`config.mk`:
```
export PLATFORM = sky130hd
export DESIGN_NAME = piso_tx
export DESIGN_NICKNAME = d
export VERILOG_FILES = /design/src/rtl/piso_tx.sv
export SDC_FILE = /design/constraint.sdc
export NUM_CORES = 1
export LEC_CHECK = 0
export BUFFER_PORTS_ARGS = -buffer_cell sky130_fd_sc_hd__buf_2
export CAP_MARGIN = 25
export CORE_UTILIZATION = 50
export DETAILED_ROUTE_END_ITERATION = 7
export PLACE_DENSITY = 0.71
export SYNTH_ARGS = -nofsm -noshare
export SYNTH_HDL_FRONTEND = slang
export SYNTH_SLANG_ARGS = --single-unit
export TNS_END_PERCENT = 10
```
`constraint.sdc`:
```
create_clock -name clk -period 1.9 [get_ports clk]
set_input_delay 0.285 -clock clk [delete_from_list [all_inputs] [get_ports clk]]
set_output_delay 0.285 -clock clk [all_outputs]
set_load 0.02 [all_outputs]
```
`src/rtl/piso_tx.sv`:
```
// piso_tx: parallel-in/serial-out transmitter.
// Accepts a WIDTH-bit word on a valid/ready handshake and shifts it out MSB
// first on sdata, with sframe high for every valid bit. An optional idle gap
// of GAP cycles separates consecutive frames.
//
// Ports:
//   clk        - single clock, rising edge
//   rst        - asynchronous active-high reset
//   load_valid - source presents a word on load_data
//   load_data  - parallel word, sampled only on accept
//   load_ready - block can accept a word this cycle
//   sdata      - serial data, MSB first, 0 when not framing
//   sframe     - high while sdata carries a valid bit
//   busy       - high in SHIFT or GAP
//   done       - one-cycle pulse alongside the last bit of a frame
module piso_tx #(
  parameter int unsigned WIDTH = 8,
  parameter int unsigned GAP   = 1
) (
  input  logic             clk,
  input  logic             rst,
  input  logic             load_valid,
  input  logic [WIDTH-1:0] load_data,
  output logic             load_ready,
  output logic             sdata,
  output logic             sframe,
  output logic             busy,
  output logic             done
);

  typedef enum logic [1:0] {
    ST_IDLE  = 2'd0,
    ST_SHIFT = 2'd1,
    ST_GAP   = 2'd2
  } state_t;

  localparam int unsigned W_M1   = WIDTH - 1;
  localparam int unsigned GAP_M1 = (GAP > 0) ? GAP - 1 : 0;
  localparam logic [4:0]  BIT_LD = W_M1[4:0];
  localparam logic [3:0]  GAP_LD = GAP_M1[3:0];

  state_t           r_state;
  logic [WIDTH-1:0] r_shift;
  logic [4:0]       r_bitcnt;
  logic [3:0]       r_gapcnt;
  logic             r_sdata;
  logic             r_sframe;
  logic             r_busy;
  logic             r_done;
  logic             r_load_ready;

  // Every output is computed for the state being entered, so each one is a
  // plain flop with no input-to-output combinational path.
  always_ff @(posedge clk or posedge rst) begin
    if (rst) begin
      r_state      <= ST_IDLE;
      r_shift      <= '0;
      r_bitcnt     <= '0;
      r_gapcnt     <= '0;
      r_sdata      <= 1'b0;
      r_sframe     <= 1'b0;
      r_busy       <= 1'b0;
      r_done       <= 1'b0;
      r_load_ready <= 1'b1;
    end else begin
      r_done <= 1'b0;
      case (r_state)
        ST_IDLE: begin
          if (load_valid) begin
            r_state      <= ST_SHIFT;
            r_shift      <= load_data;
            r_bitcnt     <= BIT_LD;
            r_sdata      <= load_data[WIDTH-1];
            r_sframe     <= 1'b1;
            r_busy       <= 1'b1;
            r_load_ready <= 1'b0;
          end
        end

        ST_SHIFT: begin
          if (r_bitcnt != 5'd0) begin
            r_shift  <= {r_shift[WIDTH-2:0], 1'b0};
            r_bitcnt <= r_bitcnt - 5'd1;
            // Next bit is the one that becomes MSB after this shift.
            r_sdata  <= r_shift[WIDTH-2];
            if (r_bitcnt == 5'd1) begin
              r_done       <= 1'b1;
              r_load_ready <= (GAP == 0);
            end
          end else if (GAP != 0) begin
            r_state      <= ST_GAP;
            r_gapcnt     <= GAP_LD;
            r_shift      <= '0;
            r_sdata      <= 1'b0;
            r_sframe     <= 1'b0;
            r_load_ready <= 1'b0;
          end else if (load_valid) begin
            // Back-to-back reload: sframe stays high without a bubble.
            r_shift      <= load_data;
            r_bitcnt     <= BIT_LD;
            r_sdata      <= load_data[WIDTH-1];
            r_sframe     <= 1'b1;
            r_busy       <= 1'b1;
            r_load_ready <= 1'b0;
          end else begin
            r_state      <= ST_IDLE;
            r_shift      <= '0;
            r_sdata      <= 1'b0;
            r_sframe     <= 1'b0;
            r_busy       <= 1'b0;
            r_load_ready <= 1'b1;
          end
        end

        ST_GAP: begin
          if (r_gapcnt == 4'd0) begin
            r_state      <= ST_IDLE;
            r_busy       <= 1'b0;
            r_load_ready <= 1'b1;
          end else begin
            r_gapcnt <= r_gapcnt - 4'd1;
          end
        end

        default: begin
          r_state      <= ST_IDLE;
          r_sdata      <= 1'b0;
          r_sframe     <= 1'b0;
          r_busy       <= 1'b0;
          r_load_ready <= 1'b1;
        end
      endcase
    end
  end

  assign load_ready = r_load_ready;
  assign sdata      = r_sdata;
  assign sframe     = r_sframe;
  assign busy       = r_busy;
  assign done       = r_done;

endmodule

```
### Word-level counts from Yosys, hierarchy flattened

Cells that the tools add are included.
W data, S select, Z words.

| operators by class | value |
|---|---|
| add/sub/neg operators | 2 |
| multiply operators | 0 |
| div/mod/pow operators | 0 |
| $lt $le $gt $ge | 0 |
| equality and inequality tests | 9 |
| shift-type cells | 0 |
| muxes and demuxes | 29 |
| bitwise operators | 2 |
| reductions and logical operators | 13 |

Operators with widths:

| cell | number |
|---|---|
| $reduce_and A3 Y1 | 6 |
| $mux W7 | 2 |
| $pmux W7 S2 | 1 |
| $mux W1 | 12 |
| $pmux W1 S3 | 4 |
| $mux W5 | 2 |
| $ne A2 B2 Y1 const B | 5 |
| $pmux W5 S2 | 1 |
| $mux W4 | 2 |
| $pmux W4 S2 | 1 |
| $mux W2 | 3 |
| $pmux W2 S3 | 1 |
| $eq A5 B1 Y1 const B | 1 |
| $reduce_bool A5 Y1 | 1 |
| $sub A5 B1 Y5 const B | 1 |
| $logic_not A4 Y1 | 1 |
| $reduce_and A2 Y1 | 2 |
| $reduce_bool A2 Y1 | 2 |
| $sub A4 B1 Y4 const B | 1 |
| $ne A3 B3 Y1 const B | 1 |
| $eq A2 B1 Y1 const B | 1 |
| $eq A2 B2 Y1 const B | 1 |
| $logic_not A2 Y1 | 1 |
| $not A1 Y1 | 2 |

| storage, ports and cells | value |
|---|---|
| bits in registers | 23 |
| latch bits | 0 |
| memory bits (writable) | 0 |
| memory bits (read-only) | 0 |
| input bits | 11 |
| output and inout bits | 5 |
| logic and storage cells | 64 |
| memories | 0 |

### Longest topological paths before layout

Gate-level depths: netlist of run 1.

| depth | value |
|---|---|
| depth after elaboration | 4 |
| mapped depth | 6 |
| depth with buffers taken out | 5 |

### Least setup slack after synthesis of run 1

Ideal clock, no wire load.

| timing path | value |
|---|---|
| kind | register to register |
| start | register r_bitcnt[0] |
| end | register r_bitcnt[2] |
| library setup time | 0.130 ns |
| arrival time | 1.573 ns |
| data required time | 1.770 ns |
| setup slack | 0.196 ns |
| cell stages (with the launch flop) | 7 |
| path buffers | 1 |
| clock period less this slack | 1.704 ns |
| cell sequence | dfrtp_1 inv_1 ha_1 or4b_1 clkbuf_1 a311oi_1 a31oi_1 |

| on the way | value |
|---|---|
| word-level cells in the longest chain between the ends | 3 |
| elaborated cells on any way between the ends | 6 |
| those cells by class | add/sub: 1; eq/ne: 1; mux: 2; reduce/logical: 2 |

RTL lines:

| what | line | text |
|---|---|---|
| from (decl) | 44 | `logic [4:0] r_bitcnt;` |
| from (signal assigned) | 83 | `r_bitcnt <= r_bitcnt - 5'd1;` |
| $sub A5 B1 Y5 / $reduce_bool A5 Y1 (equally long branches) | 83, 81 |  |
| $mux W5 / $ne A2 B2 Y1 (equally long branches) | -- |  |
| $pmux W5 S2 / $reduce_and A3 Y1 (equally long branches) | -- |  |

Parallel ways exist; a longest one is shown, timed or not. The select of a mux whose other input is x is not followed.
A chain may end at the register's enable or synchronous reset.

### Worst setup path after layout of run 1

Same ends and word-level chain as after synthesis.

==> run summary, run 1 <==
Synth area leaders: dfrtp_1 (48%), ha_1 (4.4%), a32oi_1 (3.8%)
sequential share of power: 45.9%
top_reg_cell synth: dfrtp_1
Period Utilization, post-route: 91.80%
Antenna Nets Post-Route: 0
worst slew pin tran: 0.3239 ns
status: completed
Clock transition at path regs: 0.12 ns
Tmin final: 1.744 ns
simple-gate share of the synthesized area: 15.48%
NetSw: 618.1 uW
hold path depth: 2
worst path arrival time: 1.94 ns
Final Hold Viols: 0
leading area contributor after synthesis: dfrtp_1
Logic pwr share: 40.5%
wire per inst: 13.84 um
share of flip-flops with an asynchronous set or reset: 100.0%
initial antenna violation count: 0
Yosys reg bits: 23
crit path capture type: flop
EDFF count, synth: 0
FP Rows: 16
combinational family with the most area after synthesis: compound AO/OA/AOI/OAI gates
Post-Place Cells: 152
adder-cell share of the synthesized area: 4.391%
routability congestion estimate from global placement: 0.8125
multiplexer area fraction after synthesis: 4.501%
R2R cell count: 5
Peak Freq: 573.3 MHz
RSZ-0062 raised after global routing: no
CTS sink count: 23
complex-gate fraction of the synthesized area: 19.43%
Final setup viols: 0
hpwl dp: 1600 um
H-Tree Depth: 1
CTS Root Cell: clkbuf_4
CP max FO: 10
most frequent cell after synthesis: dfrtp_1
vias per cell: 5.637
P_int: 1002 uW
WS Path Type: flop to flop
clock skew: 0.009348 ns
register area share after synthesis: 50.60%
Synth top cells by count: dfrtp_1 (22), inv_1 (11), nand2_1 (8), o21ai_0 (8), a32oi_1 (5)
Max transition margin: 78.40%
fin nets: 146
initial core utilization: 55.82%
final WL: 2173 um
DRC viols: 0
CP Data Required Time: 2.09 ns
synth-to-layout area growth: 15.04%
area share of the largest cell type after synthesis: 48.30%
Bufs on Longest Clock Path: 2
num ports: 16
TritonCTS clock tree: yes
fraction of layout cells with a size suffix above 1: 23.85%
switching part of the total: 38.15%
setup TNS: 0 ns
Slew Viols, Final: 0
vias in the first global route: 844
DR vias: 885
Worst-Skew Late Latency: 0.31 ns
startpoint class of the critical path: flop
Syn Area/Cell: 10.55 sq um
Unique masters post-synth: 37
total track usage: 19.68%
TritonCTS buffer count: 3
syn_nets: 123
largest net degree at the start of global routing: 24
Clk pwr share: 13.6%
antenna cell count: 0
Max-Cap Viols: 0
Synth Instances: 108
Leakage: 0.0006254 uW
Syn Std Cell Area: 0.001140 sq mm
Die X: 49.75 um
PwrDens: 1236 mW/mm^2
VDD IR max: 0.7760 mV
yosys warns: 0
port buffer count: 15
first-pass GRT wire length: 3650 um
die area: 0.002475 sq mm
DRT iter0 DRCs: 12
Pre-antenna DRT Iters: 4
min-delay worst type: primary input to flop
Synth Area in XOR/XNOR: 0%
gr ovfl total: 0
Non-Filler Instances: 157
core area: 0.002042 sq mm
Die Ht: 49.75 um
==> sequential cells by signal, summed over array words and instances (netlist names) <==
signal,flops
r_bitcnt,5
r_shift,7
r_gapcnt,4
busy,1
load_ready,1
sdata,1
done,1
sframe,1
r_state,2
==> final cells by class <==
cell class / instances / area [sq um]
timing repair buffer: 22 / 130.1
inverter: 11 / 41.29
tap: 27 / 33.78
fill: 178 / 730.7
multi-input combinational: 70 / 503.0
clock buffer: 4 / 26.28
sequential: 23 / 576.8
==> cells in the final DEF (no fill, tap or decap) <==
cell and n:
nor2_1 4, ha_1 4, dfrtp_1 22, a22o_1 1
dlygate4sd3_1 1, a311oi_1 1, inv_1 11, or4b_2 1
a22oi_1 1, o31ai_1 1, clkbuf_4 3, or4_1 2
or3_1 1, o221ai_1 2, o22ai_2 1, dfstp_2 1
buf_2 15, mux2_2 1, nand3_1 2, and2b_1 2
a32oi_1 5, o32ai_1 1, clkbuf_1 1, and2_1 1
mux2i_1 4, or4b_4 2, a2bb2oi_1 1, nand2b_1 3
o21bai_1 2, o21a_1 1, or2_2 1, a31oi_1 1
o22a_1 1, a21oi_1 4, nand2_1 8, nor3b_1 2
buf_4 6, o21ai_0 8, nor3_1 1
==> cell families (layout without fill, tap and decap cells) <==
| group | count (synthesis) | count (layout) |
|---|---|---|
| compound gates | 31 | 31 |
| fa+ha+maj | 4 | 4 |
| buf+inv | 15 | 37 |
| flops | 23 | 23 |
| mux | 5 | 5 |
| simple gates | 30 | 30 |
==> power groups by stage <==
stage	logic, uW	registers [uW]	clock network, uW
2_1_floorplan	451	769	0
3_3_place_gp	633	741	0
3_5_place_dp	652	751	0
4_1_cts	656	741	224
5_1_grt	723	758	248
6_report	656	744	220
==> routing by layer <==
| layer | part of all wire, % | GRT usage (%) | wire (um) | vias to the layer above |
|---|---|---|---|---|
| met5 | 0 | 0 | 0 | - |
| met4 | 0.55 | 7.143 | 12 | 0 |
| met3 | 3.8 | 3.704 | 83 | 2 |
| met2 | 46 | 29.73 | 997 | 25 |
| met1 | 50 | 28.06 | 1079 | 419 |
| li1 | - | - | - | 439 |
==> worst paths after layout <==
check	startpoint	slack, ns	end
worst min register to register	busy	0.50	busy
worst min-delay path	load_data[0]	0.18	r_shift[0]
max in group asynchronous	rst	1.07	load_ready
min in group asynchronous	rst	0.54	r_shift[0]
worst max-delay path	r_bitcnt[0]	0.16	r_bitcnt[2]
worst max register to register	r_bitcnt[0]	0.16	r_bitcnt[2]
==> critical path, stage by stage, from the launching register on <==
cell and delay [ns]:
dfrtp_1 0.42, inv_1 0.13, ha_1 0.19, or4b_4 0.54
a311oi_1 0.29, a31oi_1 0.07
==> repair_timing <==
item,4_1_cts,5_1_grt
buffers inserted,0,0
endpoints found under the hold margin,12,0
hold buffers,1,0
gates resized for setup,0,1
endpoints found under the setup margin,0,8
==> metrics by stage <==
stage | instance area [sq um] | setup WS (ns) | hold slack (ns) | power [uW] | utilization, %
after global placement | 1271 | 0.1355 | 0.3356 | 1374 | 62.25
after global routing | 1311 | 0.05899 | 0.1913 | 1729 | 64.22
final | 1311 | 0.1558 | 0.1843 | 1620 | 64.22
after detailed placement | 1271 | 0.05155 | 0.3380 | 1404 | 62.25
after floorplan | 1140 | 0.1964 | 0.2862 | 1220 | -
after CTS | 1308 | 0.03813 | 0.1823 | 1621 | 64.03
Power figures use the tool's default switching activity.
==> run 2: changes to the inputs <==
CORE_ASPECT_RATIO = 0.8   (was unset)
CORE_MARGIN = 4   (was unset)
==> run summary, run 2 (same netlist as run 1, synthesis figures left out) <==
Die X: 61.38 um
Slowest-stage cell, CP: or4b_4
first-pass GRT wire length: 3622 um
hpwl dp: 1563 um
worst path arrival time: 1.97 ns
die area: 0.003112 sq mm
HP Start: load_data[0]
placed inst area: 0.001269 sq mm
Max-Cap Viols: 0
crit path capture type: flop
Hold EP: r_shift[0]
TritonCTS clock tree: yes
total track usage: 15.24%
most frequent cells in the layout: dfrtp_1 (22), buf_2 (15), inv_1 (11)
FP Rows: 15
Logic pwr share: 40.7%
NetSw: 601.3 uW
Clk pwr share: 13.7%
antenna cell count: 0
CTS sink count: 23
R2R cell count: 5
Final Hold Viols: 0
CP Data Required Time: 2.09 ns
Tmin final: 1.774 ns
switching part of the total: 37.42%
largest registers: r_shift (7), r_bitcnt (5), r_gapcnt (4)
vias in the first global route: 846
Bufs on Longest Clock Path: 2
DRC viols: 0
vias per cell: 5.677
initial core utilization: 52.81%
Slew Viols, Final: 0
R2R Path Start: r_bitcnt[0]
DRT iter0 DRCs: 29
WS Path Type: flop to flop
wire per inst: 13.52 um
Worst R2R End: r_bitcnt[2]
startpoint class of the critical path: flop
commonest non-fill, non-tap cell in the layout: dfrtp_1
Post-CTS Setup Inserts: 0
DR vias: 880
synth-to-layout area growth: 14.82%
TritonCTS buffer count: 3
min-delay worst type: primary input to flop
Worst-Skew Late Latency: 0.30 ns
CTS Root Cell: clkbuf_4
Hold WS: 0.1972 ns
maximum single-stage delay on the critical path: 0.54 ns
num ports: 16
worst-path cell chain: inv_1, ha_1, or4b_4, a311oi_1, a31oi_1
Antenna Nets Post-Route: 0
setup TNS: 0 ns
P_int: 1006 uW
Die Ht: 50.71 um
Max transition margin: 78.03%
sequential share of power: 45.5%
PwrDens: 1228 mW/mm^2
R2R Setup Slk: 0.13 ns
Leakage: 0.0006255 uW
Final setup viols: 0
routability congestion estimate from global placement: 0.7731
Clock transition at path regs: 0.12 ns
core area: 0.002158 sq mm
initial antenna violation count: 0
fin nets: 146
Finished Cell Area: 0.001309 sq mm
largest net degree at the start of global routing: 24
Pre-antenna DRT Iters: 4
Peak Freq: 563.7 MHz
port buffer count: 15
Period Utilization, post-route: 93.38%
status: completed
worst slew pin tran: 0.3296 ns
VDD IR max: 0.9225 mV
gr ovfl total: 0
fraction of layout cells with a size suffix above 1: 23.85%
hold path depth: 2
clock skew: 0.001919 ns
largest register by flop count: r_shift
RSZ-0062 raised after global routing: no
max FFs per register: 7
CP max FO: 10
H-Tree Depth: 1
final WL: 2095 um
## run 2: cell counts in the layout (fill, tap and decap cells not counted)
Identical to the previous run, type by type.
## run 2: worst max path at each step
stage	startpoint	end	slack [ns]	depth (start not counted)
floorplan	r_bitcnt[0]	r_bitcnt[2]	0.20	6
global placement	r_bitcnt[0]	r_bitcnt[2]	0.12	5
global route	r_bitcnt[0]	r_bitcnt[2]	0.07	5
detailed placement	r_bitcnt[0]	r_bitcnt[2]	0.06	5
CTS	r_bitcnt[0]	r_bitcnt[2]	0.04	5
finish	r_bitcnt[0]	r_bitcnt[2]	0.13	5
## run 2: metal layers
| layer | up-vias | routed length [um] | track usage, % |
|---|---|---|---|
| li1 | 436 | - | - |
| met1 | 420 | 1000 | 22.58 |
| met2 | 24 | 946 | 22.89 |
| met3 | 0 | 147 | 4.627 |
| met4 | 0 | 0 | 1.060 |
| met5 | - | 0 | 0 |
## run 2: power groups by stage
stage / logic, uW / clock network [uW] / registers [uW]
floorplan: 451 / 0 / 769
global placement: 637 / 0 / 733
detailed placement: 654 / 0 / 740
CTS: 657 / 231 / 729
global route: 740 / 249 / 752
finish: 654 / 221 / 732
## run 2: critical path: cells and delay by family (launching register included)
kind / cells / cell delay (ns)
compound gates: 2 / 0.38
fa+ha+maj: 1 / 0.20
buf+inv: 1 / 0.12
flops: 1 / 0.42
simple gates: 1 / 0.54
## run 2: metrics by stage
step / instances / setup slack, ns / utilization, % / power (uW)
final: 155 / 0.1259 / 60.64 / 1607
after global routing: 155 / 0.06990 / 60.64 / 1741
after CTS: 155 / 0.04403 / 60.46 / 1617
after detailed placement: 150 / 0.06359 / 58.78 / 1394
after global placement: 150 / 0.1227 / 58.78 / 1370
after floorplan: 108 / 0.1964 / - / 1220
## run 2: area by class of cell
class | instances | area (sq um)
well taps | 25 | 31.28
clock buffers | 4 | 26.28
flip-flops and latches | 23 | 576.8
fillers | 183 | 849.6
inverters | 11 | 41.29
multi-input cells | 70 | 503.0
repair buffers | 22 | 130.1
## run 2: timing repair
action / 4_1_cts / 5_1_grt
resized for setup: 0 / 1
endpoints found under the setup margin: 0 / 6
hold buffers: 1 / 0
endpoints found under the hold margin: 12 / 0
